### src/rtl/hqc_fw_params.sv
// Shared constants for the HQC fixed-weight vector generator: per-set code length,
// rejection threshold, weights and stream widths.
package hqc_fw_params;

  localparam int WORD_W = 32;
  localparam int CAND_W = 24;
  localparam int BUF_W  = 48;

  localparam int N_128 = 17669;
  localparam int N_192 = 35851;
  localparam int N_256 = 57637;

  // floor(2^24 / N) * N for each set
  localparam logic [CAND_W-1:0] THR_128 = 24'd16767881;
  localparam logic [CAND_W-1:0] THR_192 = 24'd16742417;
  localparam logic [CAND_W-1:0] THR_256 = 24'd16772367;

  localparam int OMEGA_128   = 66;
  localparam int OMEGA_R_128 = 75;
  localparam int OMEGA_192   = 100;
  localparam int OMEGA_R_192 = 114;
  localparam int OMEGA_256   = 131;
  localparam int OMEGA_R_256 = 149;

  typedef enum logic [1:0] {
    ST_IDLE = 2'd0,
    ST_RUN  = 2'd1,
    ST_DONE = 2'd2
  } fw_state_e;

endpackage

### src/rtl/hqc_fw_sampler_if.sv
// Stream bundle of the sampler: SHAKE words in, accepted 24-bit candidates out.
// Both streams use valid/ready: a beat transfers on a rising edge where valid and
// ready are both high; the producer holds data and valid stable until it transfers.
interface hqc_fw_sampler_if;

  logic [hqc_fw_params::WORD_W-1:0] word_i;
  logic                             word_valid_i;
  logic                             word_ready_o;
  logic [hqc_fw_params::CAND_W-1:0] a_o;
  logic                             a_valid_o;
  logic                             a_ready_i;

  modport slave (
    input  word_i, word_valid_i, a_ready_i,
    output word_ready_o, a_o, a_valid_o
  );

  modport master (
    output word_i, word_valid_i, a_ready_i,
    input  word_ready_o, a_o, a_valid_o
  );

endinterface

### src/rtl/hqc_fw_byte_buf.sv
// 48-bit little-endian byte buffer: pops 3 bytes from the bottom, appends a 4-byte
// word above whatever remains after the pop of the same cycle.
module hqc_fw_byte_buf
  import hqc_fw_params::*;
(
  input  logic              clk_i,
  input  logic              rst_i,
  input  logic              clr_i,
  input  logic              push_i,
  input  logic [WORD_W-1:0] push_data_i,
  input  logic              pop_i,
  output logic [CAND_W-1:0] head_o,
  output logic [2:0]        cnt_o
);

  logic [BUF_W-1:0] data_q, data_d, kept;
  logic [2:0]       cnt_q, cnt_d, kept_cnt;

  // The caller only pushes when at most 2 bytes survive the pop, so the word fits.
  always_comb begin
    kept     = pop_i ? (data_q >> CAND_W) : data_q;
    kept_cnt = pop_i ? (cnt_q - 3'd3) : cnt_q;
    data_d   = kept;
    cnt_d    = kept_cnt;
    if (push_i) begin
      data_d = kept | ({{(BUF_W-WORD_W){1'b0}}, push_data_i} << {kept_cnt, 3'b000});
      cnt_d  = kept_cnt + 3'd4;
    end
    if (clr_i) begin
      data_d = '0;
      cnt_d  = '0;
    end
  end

  always_ff @(posedge clk_i or posedge rst_i) begin
    if (rst_i) begin
      data_q <= '0;
      cnt_q  <= '0;
    end else begin
      data_q <= data_d;
      cnt_q  <= cnt_d;
    end
  end

  assign head_o = data_q[CAND_W-1:0];
  assign cnt_o  = cnt_q;

endmodule

### src/rtl/hqc_fw_sampler.sv
// Fixed-weight sampler front end: unpacks SHAKE words into 24-bit candidates,
// rejects those at or above THRESHOLD and hands out exactly weight accepted ones.
module hqc_fw_sampler
  import hqc_fw_params::*;
#(
  parameter string parameter_set = "hqc128"
) (
  input  logic                   clk_i,
  input  logic                   rst_i,
  input  logic                   start_i,
  input  logic [7:0]             weight_i,
  hqc_fw_sampler_if.slave        bus,
  output logic                   busy_o,
  output logic                   done_o,
  output logic [7:0]             rej_cnt_o,
  output fw_state_e              state_o
);

  localparam logic [CAND_W-1:0] THRESH =
    (parameter_set == "hqc256") ? THR_256 :
    (parameter_set == "hqc192") ? THR_192 : THR_128;

  fw_state_e         state_q, state_d;
  logic [7:0]        weight_q, weight_d;
  logic [7:0]        issued_q, issued_d;
  logic [7:0]        handed_q, handed_d;
  logic [7:0]        rej_q, rej_d;
  logic [CAND_W-1:0] a_q, a_d;
  logic              a_valid_q, a_valid_d;

  logic              clr, pop, push, word_ready, hs, accept;
  logic [CAND_W-1:0] cand;
  logic [2:0]        cnt;

  hqc_fw_byte_buf u_buf (
    .clk_i       (clk_i),
    .rst_i       (rst_i),
    .clr_i       (clr),
    .push_i      (push),
    .push_data_i (bus.word_i),
    .pop_i       (pop),
    .head_o      (cand),
    .cnt_o       (cnt)
  );

  always_comb begin
    state_d    = state_q;
    weight_d   = weight_q;
    issued_d   = issued_q;
    handed_d   = handed_q;
    rej_d      = rej_q;
    a_d        = a_q;
    a_valid_d  = a_valid_q;
    clr        = 1'b0;
    pop        = 1'b0;
    push       = 1'b0;
    word_ready = 1'b0;
    hs         = a_valid_q && bus.a_ready_i;
    accept     = cand < THRESH;
    case (state_q)
      ST_IDLE: begin
        if (start_i) begin
          state_d  = ST_RUN;
          weight_d = weight_i;
          issued_d = '0;
          handed_d = '0;
          rej_d    = '0;
          clr      = 1'b1;
        end
      end
      ST_RUN: begin
        // The output register may be refilled in the same cycle it is handed out.
        pop        = (cnt >= 3'd3) && (!a_valid_q || bus.a_ready_i) && (issued_q < weight_q);
        word_ready = (issued_q < weight_q) && ((cnt <= 3'd2) || ((cnt <= 3'd5) && pop));
        push       = word_ready && bus.word_valid_i;
        if (hs) begin
          a_valid_d = 1'b0;
          handed_d  = handed_q + 8'd1;
        end
        if (pop) begin
          if (accept) begin
            a_d       = cand;
            a_valid_d = 1'b1;
            issued_d  = issued_q + 8'd1;
          end else if (rej_q != 8'hFF) begin
            rej_d = rej_q + 8'd1;
          end
        end
        if ((weight_q == 8'd0) || (hs && (handed_q == weight_q - 8'd1))) begin
          state_d = ST_DONE;
        end
      end
      ST_DONE: state_d = ST_IDLE;
      default: state_d = ST_IDLE;
    endcase
  end

  always_ff @(posedge clk_i or posedge rst_i) begin
    if (rst_i) begin
      state_q   <= ST_IDLE;
      weight_q  <= '0;
      issued_q  <= '0;
      handed_q  <= '0;
      rej_q     <= '0;
      a_q       <= '0;
      a_valid_q <= 1'b0;
    end else begin
      state_q   <= state_d;
      weight_q  <= weight_d;
      issued_q  <= issued_d;
      handed_q  <= handed_d;
      rej_q     <= rej_d;
      a_q       <= a_d;
      a_valid_q <= a_valid_d;
    end
  end

  assign bus.word_ready_o = word_ready;
  assign bus.a_o          = a_q;
  assign bus.a_valid_o    = a_valid_q;
  assign busy_o           = (state_q == ST_RUN);
  assign done_o           = (state_q == ST_DONE);
  assign rej_cnt_o        = rej_q;
  assign state_o          = state_q;

endmodule

### src/flat_wrapper.sv
// flat-port wrapper written by rule: the top's interface ports become plain ports
module hqc_fw_sampler_flat import hqc_fw_params::*;
#(
  parameter string parameter_set = "      "
)
  (clk_i, rst_i, start_i, weight_i, busy_o, done_o, rej_cnt_o, state_o, bus_word_i, bus_word_valid_i, bus_a_ready_i, bus_word_ready_o, bus_a_o, bus_a_valid_o);
  hqc_fw_sampler_if bus_i ();
  input  logic clk_i;
  input  logic rst_i;
  input  logic start_i;
  input  logic [7:0] weight_i;
  output logic busy_o;
  output logic done_o;
  output logic [7:0] rej_cnt_o;
  output fw_state_e state_o;
  input wire logic [$bits(bus_i.word_i)-1:0] bus_word_i;
  input wire logic [$bits(bus_i.word_valid_i)-1:0] bus_word_valid_i;
  input wire logic [$bits(bus_i.a_ready_i)-1:0] bus_a_ready_i;
  output wire logic [$bits(bus_i.word_ready_o)-1:0] bus_word_ready_o;
  output wire logic [$bits(bus_i.a_o)-1:0] bus_a_o;
  output wire logic [$bits(bus_i.a_valid_o)-1:0] bus_a_valid_o;
  assign bus_i.word_i = bus_word_i;
  assign bus_i.word_valid_i = bus_word_valid_i;
  assign bus_i.a_ready_i = bus_a_ready_i;
  assign bus_word_ready_o = bus_i.word_ready_o;
  assign bus_a_o = bus_i.a_o;
  assign bus_a_valid_o = bus_i.a_valid_o;
  hqc_fw_sampler #(.parameter_set(parameter_set)) u_core (.clk_i(clk_i), .rst_i(rst_i), .start_i(start_i), .weight_i(weight_i), .bus(bus_i), .busy_o(busy_o), .done_o(done_o), .rej_cnt_o(rej_cnt_o), .state_o(state_o));
endmodule
### config.mk
export PLATFORM = sky130hd
export DESIGN_NAME = hqc_fw_sampler_flat
export DESIGN_NICKNAME = d
export VERILOG_FILES = /design/src/rtl/hqc_fw_params.sv /design/src/rtl/hqc_fw_sampler_if.sv /design/src/rtl/hqc_fw_byte_buf.sv /design/src/rtl/hqc_fw_sampler.sv /design/src/flat_wrapper.sv
export SDC_FILE = /design/constraint.sdc
export NUM_CORES = 1
export LEC_CHECK = 0
export ABC_AREA = 1
export BUFFER_PORTS_ARGS = -buffer_cell sky130_fd_sc_hd__buf_2
export CORE_MARGIN = 2
export CORE_UTILIZATION = 63
export DETAILED_ROUTE_END_ITERATION = 8
export GPL_TIMING_DRIVEN = 0
export HOLD_SLACK_MARGIN = 0.05
export PLACE_DENSITY = 0.86
export SYNTH_ARGS = -nofsm -noshare
export SYNTH_HDL_FRONTEND = slang
export SYNTH_SLANG_ARGS = --single-unit
export TNS_END_PERCENT = 10
### constraint.sdc
create_clock -name clk_i -period 9.8 [get_ports clk_i]
set_input_delay 0.49 -clock clk_i [delete_from_list [all_inputs] [get_ports clk_i]]
set_output_delay 0.49 -clock clk_i [all_outputs]
set_load 0.005 [all_outputs]
**Word level (Yosys, flattened, before mapping)**

Cells that the tools add are included.

- Bits in registers: 110
- Word-level logic and storage cells: 80
- Output and inout bits: 38

- Mux-type cells: 27
- Bitwise gates (word level): 1
- Shift operators: 1
- Eq/ne operators: 11
- Add/sub/neg operators: 6
- Magnitude comparators: 5
- Reductions and logical operators: 20

Operator list:

| operator | number |
|---|---|
| $mux 48 | 3 |
| $mux 8 | 7 |
| $or 48x48->48 | 1 |
| $pmux 8 s2 | 3 |
| $shl 32x6->48 | 1 |
| $add 8x1->8 const B | 3 |
| $lt 24x24->1 const B | 1 |
| $ne 2x1->1 const B | 5 |
| $mux 3 | 3 |
| $eq 8x8->1 | 1 |
| $logic_not 8->1 | 1 |
| $lt 8x8->1 | 1 |
| $mux 1 | 8 |
| $ne 8x8->1 const B | 1 |
| $sub 8x1->8 const B | 1 |
| $logic_and 1x1->1 | 7 |
| $reduce_and 3->1 | 2 |
| $reduce_and 5->1 | 1 |
| $mux 2 | 2 |
| $ne 2x2->1 const B | 2 |
| $pmux 2 s2 | 1 |
| $reduce_and 2->1 | 2 |
| $reduce_and 4->1 | 1 |
| $add 3x3->3 const B | 1 |
| 10 further kinds | 12 |

**Depth between registers and ports, before layout**

Gate-level depths: netlist of the first run.

- Depth in word-level cells: 11
- Depth in mapped cells: 18
- Mapped depth without buffers: 16

**Cells and area by module**

A second synthesis of the first run with hierarchy kept.

- Cells, all modules: 892
- Area total of the unflattened synthesis: 6,671.4 sq um

By module, submodules not included:

| module | cells an instance | seq. area each (sq um) | times used | area each (sq um) |
|---|---|---|---|---|
| hqc_fw_byte_buf | 468 | 1,276.2 | 1 | 3,350.7 |
| hqc_fw_sampler | 424 | 1,476.4 | 1 | 3,320.7 |

**Least setup slack after synthesis of the first run**

No wires, ideal clock.

- Path type: register -> register
- From: register u_core.issued_q[7]
- To: register u_core.u_buf.data_q[31]
- Path buffers: 2
- Stages on the path, launching flop included: 16
- Data arrival time: 1.979 ns
- Setup slack: 7.697 ns
- Cell sequence: dfrtp_1 > ha_1 > nand2_1 > inv_2 > nand2_2 > nand3_1 > nor2_4 > nand3_2 > buf_6 > nand2_2 > nand2_2 > buf_6 > o21ai_1 > nand2_1 > o211ai_1 > nand2_1

- Longest elaborated chain between the ends: 9
- Elaborated cells on any way between the ends: 14

RTL lines:

| item | RTL line | RTL |
|---|---|---|
| start, declared | hqc_fw_sampler.sv:25 | `logic [7:0] issued_q, issued_d;` |
| start signal, assigned | hqc_fw_sampler.sv:110 | `issued_q <= issued_d;` |
| $lt 8x8->1 * | hqc_fw_sampler.sv:73, hqc_fw_sampler.sv:74 |  |
| branches (longest 6 deep; another with $shl 32x6->48) | - |  |
| $mux 48 * | hqc_fw_byte_buf.sv:25 | `if (push_i) begin` |
| $mux 48 * | hqc_fw_byte_buf.sv:29 | `if (clr_i) begin` |
| via u_core.u_buf.data_d[31] | hqc_fw_byte_buf.sv:16 | `logic [BUF_W-1:0] data_q, data_d, kept;` |
| end signal, assigned | hqc_fw_byte_buf.sv:40 | `data_q <= data_d;` |
| end, declared | hqc_fw_byte_buf.sv:16 |  |

Mark *: on every way through the listed nets, which the timed path passes.
A chain may end at the register's enable or synchronous reset.

**Worst setup path after layout of the first run**

- From: register u_core.issued_q[7]
- To: register u_core.u_buf.data_q[36]

The elaborated chain is that of the path after synthesis.

==> flow_summary.yaml, run 1 <==
status:
  status: "completed"
grt:
  antenna_found_initial: 0
  grt_pass1_vias: 5870
  grt_pass1_wl_um: 29900
  grt_max_degree: 66
  gr-total-overflow: 0
  grt_usage: 0.350
final_layout:
  ff_latch_area_mm2: 0.00275
  final_common_cell: "nand2_1"
  antenna_cells: 0
  finalNonFillerCells: 1117
  layout_common_cells: "nand2_1 (255), dfrtp_1 (110), buf_2 (106)"
  fillCellCount: 852
  areaGrowthSynthToFinish_pct: 12.8
  layout-drive-gt1-share: 0.171
  fin_nets: 1037
  multiInputGateArea_mm2: 0.00322
floorplan:
  start_util: 0.639
  core.rowCount: 37
  dieArea_mm2: 0.0112
  chipHeight_um: 106
  die_w_um: 106
  coreArea_mm2: 0.0102
  io_pins: 83
timing:
  rsz0062_at_grt: "no"
  drv_slew: 0
  slew_headroom: 0.569
  period_share: 0.276
  max_clock_freq_mhz: 370
  finClkSkew_ps: 17.7
  setup_viol: 0
  fin_hold_ws_ps: 148
  fin_tns_setup_ps: 0
  hold_violations: 0
  fin_ws_ps: 7100
  layout_min_cycle_time_ps: 2700
  tightest_slew_ps: 647
critical_path:
  r2r_slack_ps: 7100
  startpoint_type: "flop"
  cp.required_ps: 10130
  critPathKind: "flop to flop"
  worst_setup_path_end_kind: "flop"
  worstReg2RegEnd: "u_core.u_buf.data_q[36]"
  critPathMaxFanout: 10
  reg2reg_from: "u_core.issued_q[7]"
  cp.arrival_ps: 3030
  reg2reg_depth: 13
synth:
  yosysSeqAreaShare: 0.423
  yosys_warnings: 0
  ys_ff_latch: 110
  synth_top_cell_by_area: "dfrtp_1"
  syn_area_mm2: 0.00651
  yosysTopAreaCellShare: 0.423
  yosys-top-cells-area: "dfrtp_1 (42%), nand2_1 (15%), nand3_1 (7.7%), o21ai_0 (4.5%), inv_1 (4.1%)"
  postSynthAreaPerCell_um2: 7.38
  synth_cell_types: 34
  syn_nets: 943
  synth_cells: 882
drt:
  wl_met3_um: 1830
  route.detailed.drc: 0
  m1WireLength_um: 8190
  wirelength_um: 18900
  ant_nets: 0
  dr.pass1.iters: 8
  top_layer_used: "met4"
  viasPerCell: 5.78
  vias: 6461
  wl_met2_um: 8220
  drt_iter0_drc: 605
  wl_per_cell_um: 16.9
power_and_ir_drop:
  ir_worst_vdd_uv: 346
  p_per_area_mw_per_mm2: 384
  finalPower_mw: 2.82
  leakage_nw: 3.83
clock_network:
  numCtsBuffers: 9
  cts-root-buf: "clkbuf_8"
  cts_tree: "done"
  ctsResizeCount: 0
  worstSkewPairLatency_ps: 400
  clkSinkCount: 110
  cts_setup_buffers: 0
  h-tree-depth: 3
  clk_pin_slew_worst_paths_ps: 110
  cts_hold_buffers: 0
  clockBufferDepth: 2
placement:
  dpl.cell_count: 1101
  io_buffers: 82
  routabilityCongestion: 1.02
  pre_cts_ws_ps: 7220
  dp_hpwl_um: 13900
min_path:
  hold_class: "input port to async pin"
job:
  maxCapViolations: 0
## how the worst max path moves through the flow
stage,from,end,slack (ps),depth (start not counted)
floorplan,rst_i,u_core.bus.a_o[0],6410,1
global placement,rst_i,u_core.handed_q[0],5220,2
detailed placement,u_core.issued_q[7],u_core.u_buf.data_q[36],7220,13
CTS,u_core.issued_q[7],u_core.u_buf.data_q[36],7180,13
global route,u_core.weight_q[7],u_core.u_buf.data_q[37],7000,14
finish,u_core.issued_q[7],u_core.u_buf.data_q[36],7100,13
## cell type report
type | count | area share
well taps | 136 | 0.0232
multi-input cells | 651 | 0.439
flip-flops and latches | 110 | 0.375
clock inverters | 6 | 0.0116
plain buffers | 46 | 0.0343
repair buffers | 83 | 0.0596
inverters | 75 | 0.0387
clock buffers | 10 | 0.0187
## report_power, final
group          switching [mW]  internal [mW]
sequential              0.114          0.625
clock                   0.161          0.150
combinational            1.19          0.584
## critical path, cell delays in order, from the launching register on
cell and delay, ps:
dfrtp_1 450, ha_1 350, nand2_1 110, inv_2 50, nand2_2 50, nand3_1 120
nor2_4 190, nand3_2 110, nand2_1 80, nand2_2 130, nor2_2 240, buf_2 320
nand3_1 240, a21oi_1 190
## through the flow
stage               cell area (um2)  utilization
finish                         7340        0.721
floorplan                      6510            -
CTS                            7340        0.721
global placement               7090        0.696
global route                   7340        0.721
detailed placement             7120        0.699
## sequential cells by signal, summed over array words and instances (netlist names)
| register | cells |
|---|---|
| u_core.rej_cnt_o | 8 |
| u_core.state_o | 2 |
| u_core.bus.a_o | 24 |
| u_core.issued_q | 8 |
| u_core.u_buf.cnt_o | 3 |
| u_core.weight_q | 8 |
| u_core.u_buf.data_q | 48 |
| u_core.bus.a_valid_o | 1 |
| u_core.handed_q | 8 |
## cells in the mapped netlist
master and instances:
a21oi_1 44, a22oi_4 1, a31o_2 1, a31oi_1 1, buf_1 1, buf_2 24, buf_4 5, buf_6 4
clkbuf_1 12, clkinv_1 2, dfrtp_1 110, ha_1 16, inv_1 71, inv_2 2, mux2i_1 9, nand2_1 255
nand2_2 8, nand2_4 2, nand3_1 100, nand3_2 2, nand4_1 18, nor2_1 49, nor2_2 3, nor2_4 1
nor3_1 6, nor4_1 3, o211ai_1 7, o211ai_2 1, o21ai_0 59, o21ai_1 39, o21ai_2 1, or2_2 13
xnor2_1 3, xor2_1 9
## cells by family (layout without fill, tap and decap cells)
family          count (synthesis)  count (layout)  share of synthesized area
simple gates                  460             460                      0.308
compound gates                154             154                      0.126
buf+inv                       121             220                     0.0819
flops                         110             110                      0.423
fa+ha+maj                      16              16                     0.0308
xor+xnor                       12              12                     0.0161
mux                             9               9                     0.0138
## metal layers
layer,vias to the layer above,global-route usage
met5,-,0
met4,0,0.145
met3,51,0.0872
met2,334,0.521
met1,2983,0.490
li1,3093,-
Power figures use the tool's default switching activity.
==> run 2: changes to the inputs <==
ABC_AREA = 0   (was 1)
CORE_UTILIZATION = 58   (was 63)
PLACE_DENSITY = 0.8   (was 0.86)
clock period = 2.5 ns   (was 9.8 ns; I/O delays follow)
==> run 2 against run 1 <==
Against the previous run:
- the flow now finishes with violations (setup timing)
- critical path depth decreased by 2
- die area up 5.0%
- clock power rose to 3.7 times the previous value
- combinational power grew to 3.4 times the previous value
- worst setup slack got worse by 7300 ps
- cell count shrank 17%
- critical path type unchanged
==> flow_summary.yaml, run 2 <==
min_path:
  worstHoldPathCells: 3
  worst_hold_startpoint: "bus_word_i[1]"
  whs_endpoint: "u_core.u_buf.data_q[33]"
  hold_class: "input port to flop"
timing:
  finClkSkew_ps: 12.9
  fin_ws_ps: -205
  drv_slew: 0
  period_share: 1.08
  max_clock_freq_mhz: 370
  tightest_slew_ps: 892
  layout_min_cycle_time_ps: 2710
  hold_violations: 0
  slew_headroom: 0.404
  fin_tns_setup_ps: -4990
  setup_viol: 72
  rsz0062_at_grt: "yes"
critical_path:
  max_stage_delay_ps: 460
  crit_top_cell: "buf_12"
  reg2reg_from: "u_core.issued_q[2]"
  critPathKind: "flop to flop"
  worst_setup_path_end_kind: "flop"
  r2r_slack_ps: -210
  cp-startpoint: "u_core.issued_q[2]"
  worstReg2RegEnd: "u_core.issued_q[5]"
  cp.arrival_ps: 2970
  worst_path_max_delay_cell: "dfrtp_2"
  critPathMaxFanout: 7
  startpoint_type: "flop"
  crit_path_cell_trace: "ha_4 -> a211oi_4 -> o21ai_4 -> a2111oi_4 -> buf_4 -> buf_8 -> buf_12 -> buf_12 -> nand4_1 -> xor2_1 -> nor2_1"
  reg2reg_depth: 11
  cp.required_ps: 2760
clock_network:
  cts-root-buf: "clkbuf_8"
  clkSinkCount: 110
  clk_pin_slew_worst_paths_ps: 100
  h-tree-depth: 3
  cts_tree: "done"
  worstSkewPairLatency_ps: 410
  clockBufferDepth: 2
  numCtsBuffers: 9
synth:
  async_flop_share: 1.00
  synth_cell_types: 67
  syn_area_mm2: 0.00630
  synth_common_cells: "dfrtp_1 (110), nand2_1 (79), nor2_1 (54), mux2i_1 (41)"
  syn_nets: 693
  yosys-top-cells-area: "dfrtp_1 (44%), mux2i_1 (6.5%), nand2_1 (4.7%), nor2_1 (3.2%), ha_1 (3.2%)"
  ys_ff_latch: 110
  ys.flop_type: "dfrtp_1"
  yosysSeqAreaShare: 0.437
  yosysTopAreaCellShare: 0.437
  synth_top_cell_by_area: "dfrtp_1"
  postSynthAreaPerCell_um2: 9.98
  yosys_warnings: 0
  post-synth-top-count-cell: "dfrtp_1"
  synth_cells: 632
  synth-edff-count: 0
floorplan:
  chipHeight_um: 108
  coreArea_mm2: 0.0107
  dieArea_mm2: 0.0117
  io_pins: 83
  core.rowCount: 38
  start_util: 0.587
  die_w_um: 108
power_and_ir_drop:
  finalPower_mw: 10.0
  ir_worst_vdd_uv: 823
  leakage_nw: 3.64
  p_per_area_mw_per_mm2: 1250
placement:
  io_buffers: 82
  dp_hpwl_um: 14300
  routabilityCongestion: 0.962
  pre_cts_ws_ps: -714
  placed_cell_area_mm2: 0.00693
final_layout:
  antenna_cells: 0
  areaGrowthSynthToFinish_pct: 27.2
  layout_common_cells: "dfrtp_1 (108), buf_2 (85), nand2_1 (79)"
  postLayoutCellArea_mm2: 0.00802
  largest_register_ffs: 48
  fin_nets: 842
  regMostFlops: "u_core.u_buf.data_q"
  final_core_util: 0.747
  final_common_cell: "dfrtp_1"
  layout-drive-gt1-share: 0.297
job:
  maxCapViolations: 0
drt:
  viasPerCell: 6.61
  route.detailed.drc: 0
  dr.pass1.iters: 8
  wirelength_um: 21600
  wl_per_cell_um: 23.4
  drt_iter0_drc: 665
  vias: 6115
  ant_nets: 0
grt:
  grt_pass1_vias: 5897
  grt_pass1_wl_um: 33000
  gr-total-overflow: 0
  grt_usage: 0.381
  grt_max_degree: 43
  antenna_found_initial: 0
status:
  status: "finished, violations left"
  violations: "setup timing"
==> run 2: power by group <==
group	switching (mW)	leakage, nW	internal, mW
registers	0.490	1.40	2.33
logic	3.30	2.14	2.74
clock network	0.653	0.101	0.497
total	4.44	3.64	5.57
==> run 2: worst max-delay path by stage <==
stage                         endpoint  slack [ps]  cells after the start
2_1_floorplan  u_core.u_buf.data_q[23]          -2                      9
3_3_place_gp   u_core.u_buf.data_q[46]        -600                      9
3_5_place_dp   u_core.u_buf.data_q[46]        -710                      9
4_1_cts        u_core.u_buf.data_q[18]         -80                      8
5_1_grt             u_core.issued_q[5]        -280                     11
6_report            u_core.issued_q[5]        -210                     11
==> run 2: cells by family after synthesis <==
group | share of synthesized area
AO/OA/AOI/OAI | 0.181
XOR/XNOR | 0.0375
buffers and inverters | 0.0429
multiplexers | 0.110
adder cells (fa/ha/maj) | 0.0318
AND/OR/NAND/NOR | 0.161
flip-flops | 0.437
==> run 2: metrics by stage <==
| stage | hold slack, ps | instances |
|---|---|---|
| after floorplan | 242 | 632 |
| after global routing | 70.6 | 925 |
| after global placement | 330 | 854 |
| after detailed placement | 339 | 856 |
| final | 71.3 | 925 |
| after CTS | 51.8 | 910 |
==> run 2: final cells by class <==
class	count	area, um2
inverters	17	68.8
flip-flops and latches	110	2760
clock buffers	10	138
plain buffers	38	305
fillers	778	2720
multi-input cells	466	3540
repair buffers	139	975
well taps	140	175
clock inverters	5	66.3
==> run 2: repair_timing <==
action                                 4_1_cts  5_1_grt
setup endpoints to repair                   91       81
pin swaps                                   27       19
gates cloned                                 0        1
setup buffers                               27       14
hold buffers                                13        0
resized for setup                           71       27
endpoints found under the hold margin       50        0
==> run 2: critical path, delay by kind of cell (launching register included) <==
kind	cells	cell delay (ps)
adder cells (fa/ha/maj)	1	270
XOR/XNOR	1	270
flip-flops	1	460
buffers and inverters	4	570
AO/OA/AOI/OAI	3	800
AND/OR/NAND/NOR	2	200
==> run 2: layer usage <==
metal | up-vias | GRT usage | part of all wire
li1 | 2644 | - | -
met4 | 0 | 0.160 | 0.042
met3 | 84 | 0.0862 | 0.095
met2 | 398 | 0.579 | 0.45
met1 | 2989 | 0.528 | 0.41
met5 | - | 0 | 0
==> run 3: changes to the inputs <==
MAX_ROUTING_LAYER = met4   (was default)
==> run 3 against run 2 <==
Against the previous run:
- largest power group unchanged
- register-to-register slack about the same
- critical path type unchanged
- sequential share of layout area down 0.29 points
- highest routed layer unchanged
- the run still ends with setup timing left
- clock skew increased by 3.6 ps
==> flow_summary.yaml, run 3 (synthesis gave the netlist of run 2 again) <==
grt:
  grt_usage: 0.361
  grt_pass1_vias: 5670
  gr-total-overflow: 0
  grtUsageMet1: 0.516
  grt_pass1_wl_um: 31100
  use_met3: 0.0573
  grt_max_degree: 36
  antenna_found_initial: 0
  met2_usage: 0.521
  grt_busiest_layer: "met2"
final_layout:
  antenna_cells: 0
  final_core_util: 0.753
  layout-drive-gt1-share: 0.307
  fin_nets: 841
  areaGrowthSynthToFinish_pct: 28.3
  layout_common_cells: "dfrtp_1 (109), buf_2 (85), nand2_1 (77)"
  regMostFlops: "u_core.u_buf.data_q"
  largest_register_ffs: 48
  final_common_cell: "dfrtp_1"
  fillCellCount: 703
status:
  violations: "setup timing"
  status: "finished, violations left"
timing:
  drv_slew: 0
  period_share: 1.08
  setup_viol: 38
  fin_ws_ps: -191
  hold_violations: 0
  finClkSkew_ps: 16.4
  rsz0062_at_grt: "yes"
  max_clock_freq_mhz: 372
  slew_headroom: 0.463
  layout_min_cycle_time_ps: 2690
  tightest_slew_ps: 805
drt:
  dr.pass1.iters: 7
  vias: 6068
  route.detailed.drc: 0
  wirelength_um: 20700
  wl_per_cell_um: 22.4
  viasPerCell: 6.57
  drt_iter0_drc: 664
  ant_nets: 0
floorplan:
  chipHeight_um: 108
  dieArea_mm2: 0.0117
  die_w_um: 108
  core.rowCount: 38
  start_util: 0.587
  io_pins: 83
  coreArea_mm2: 0.0107
critical_path:
  cp.required_ps: 2750
  max_stage_delay_ps: 560
  crit_path_cell_trace: "inv_1 -> ha_1 -> nand4_1 -> or2_4 -> o211ai_4 -> buf_4 -> mux2i_4 -> a222oi_1 -> o22ai_1"
  worst_path_max_delay_cell: "a222oi_1"
  worst_setup_path_end_kind: "flop"
  startpoint_type: "flop"
  critPathMaxFanout: 8
  cp.arrival_ps: 2940
  critPathKind: "flop to flop"
clock_network:
  clockBufferDepth: 2
  worstSkewPairLatency_ps: 400
  clkSinkCount: 110
  clk_pin_slew_worst_paths_ps: 100
  numCtsBuffers: 9
  cts_tree: "done"
  h-tree-depth: 3
  cts-root-buf: "clkbuf_8"
power_and_ir_drop:
  p_per_area_mw_per_mm2: 1260
  leakage_nw: 3.65
  ir_worst_vdd_uv: 783
job:
  maxCapViolations: 0
placement:
  routabilityCongestion: 1.00
  io_buffers: 82
  dp_hpwl_um: 14100
  pre_cts_ws_ps: -676
min_path:
  hold_class: "input port to flop"
==> run 3: through the flow <==
step           hold slack (ps)  setup TNS (ps)  power [mW]  instances  cell area (um2)
2_1_floorplan              242           -16.6        5.96        632             6310
3_3_place_gp               330          -29290        7.30        854             6890
3_5_place_dp               272          -31050        7.39        857             6960
4_1_cts                   54.4           -28.3        9.35        911             7790
5_1_grt                   89.4           -6450        10.6        924             8090
6_report                  74.5           -1180        10.2        924             8090
==> run 3: area by class of cell <==
type,instances,area [um2],share of cell area
flip-flops and latches,110,2750,0.341
repair buffers,137,942,0.116
plain buffers,39,327,0.0404
well taps,140,175,0.0217
clock buffers,10,128,0.0158
clock inverters,5,82.6,0.0102
inverters,17,68.8,0.00851
multi-input cells,466,3610,0.446
==> run 3: layer usage <==
metal | vias to the layer above | share of wire | wire length (um)
li1 | 2638 | - | -
met1 | 2948 | 0.42 | 8710
met2 | 422 | 0.45 | 9270
met3 | 60 | 0.10 | 2130
met4 | 0 | 0.028 | 580
met5 | - | 0 | 0
==> run 3: what timing repair did <==
action,CTS,global route
pin swaps,19,19
setup endpoints to repair,89,77
gates resized for setup,66,49
gates cloned,0,1
buffers inserted,30,12
hold buffers,10,0
hold endpoints to repair,39,0
==> run 3: power breakdown <==
part / internal, mW / switching, mW
Sequential: 2.33 / 0.462
Combinational: 2.79 / 3.37
Clock: 0.566 / 0.646
Total: 5.69 / 4.48
==> run 3: worst paths after layout <==
kind                            slack, ps  cells after the start                       to               start
worst max-delay path                 -190                      9  u_core.u_buf.data_q[18]  u_core.weight_q[4]
worst min-delay path                   70                      3  u_core.u_buf.data_q[37]       bus_word_i[5]
worst max register to register       -190                      9  u_core.u_buf.data_q[18]  u_core.weight_q[4]
worst min register to register        500                      1       u_core.bus.a_o[12]  u_core.bus.a_o[12]
max in group asynchronous            1360                      5    u_core.u_buf.cnt_o[0]               rst_i
min in group asynchronous             370                      3        u_core.bus.a_o[4]               rst_i
==> run 3: critical path: cells and delay by family (launching register included) <==
kind / cells / cell delay [ps]
AOI/OAI and AO/OA: 3 / 990
adders and majority gates: 1 / 280
buffers and inverters: 2 / 280
DFF: 1 / 380
muxes: 1 / 120
and+or+nand+nor: 2 / 500
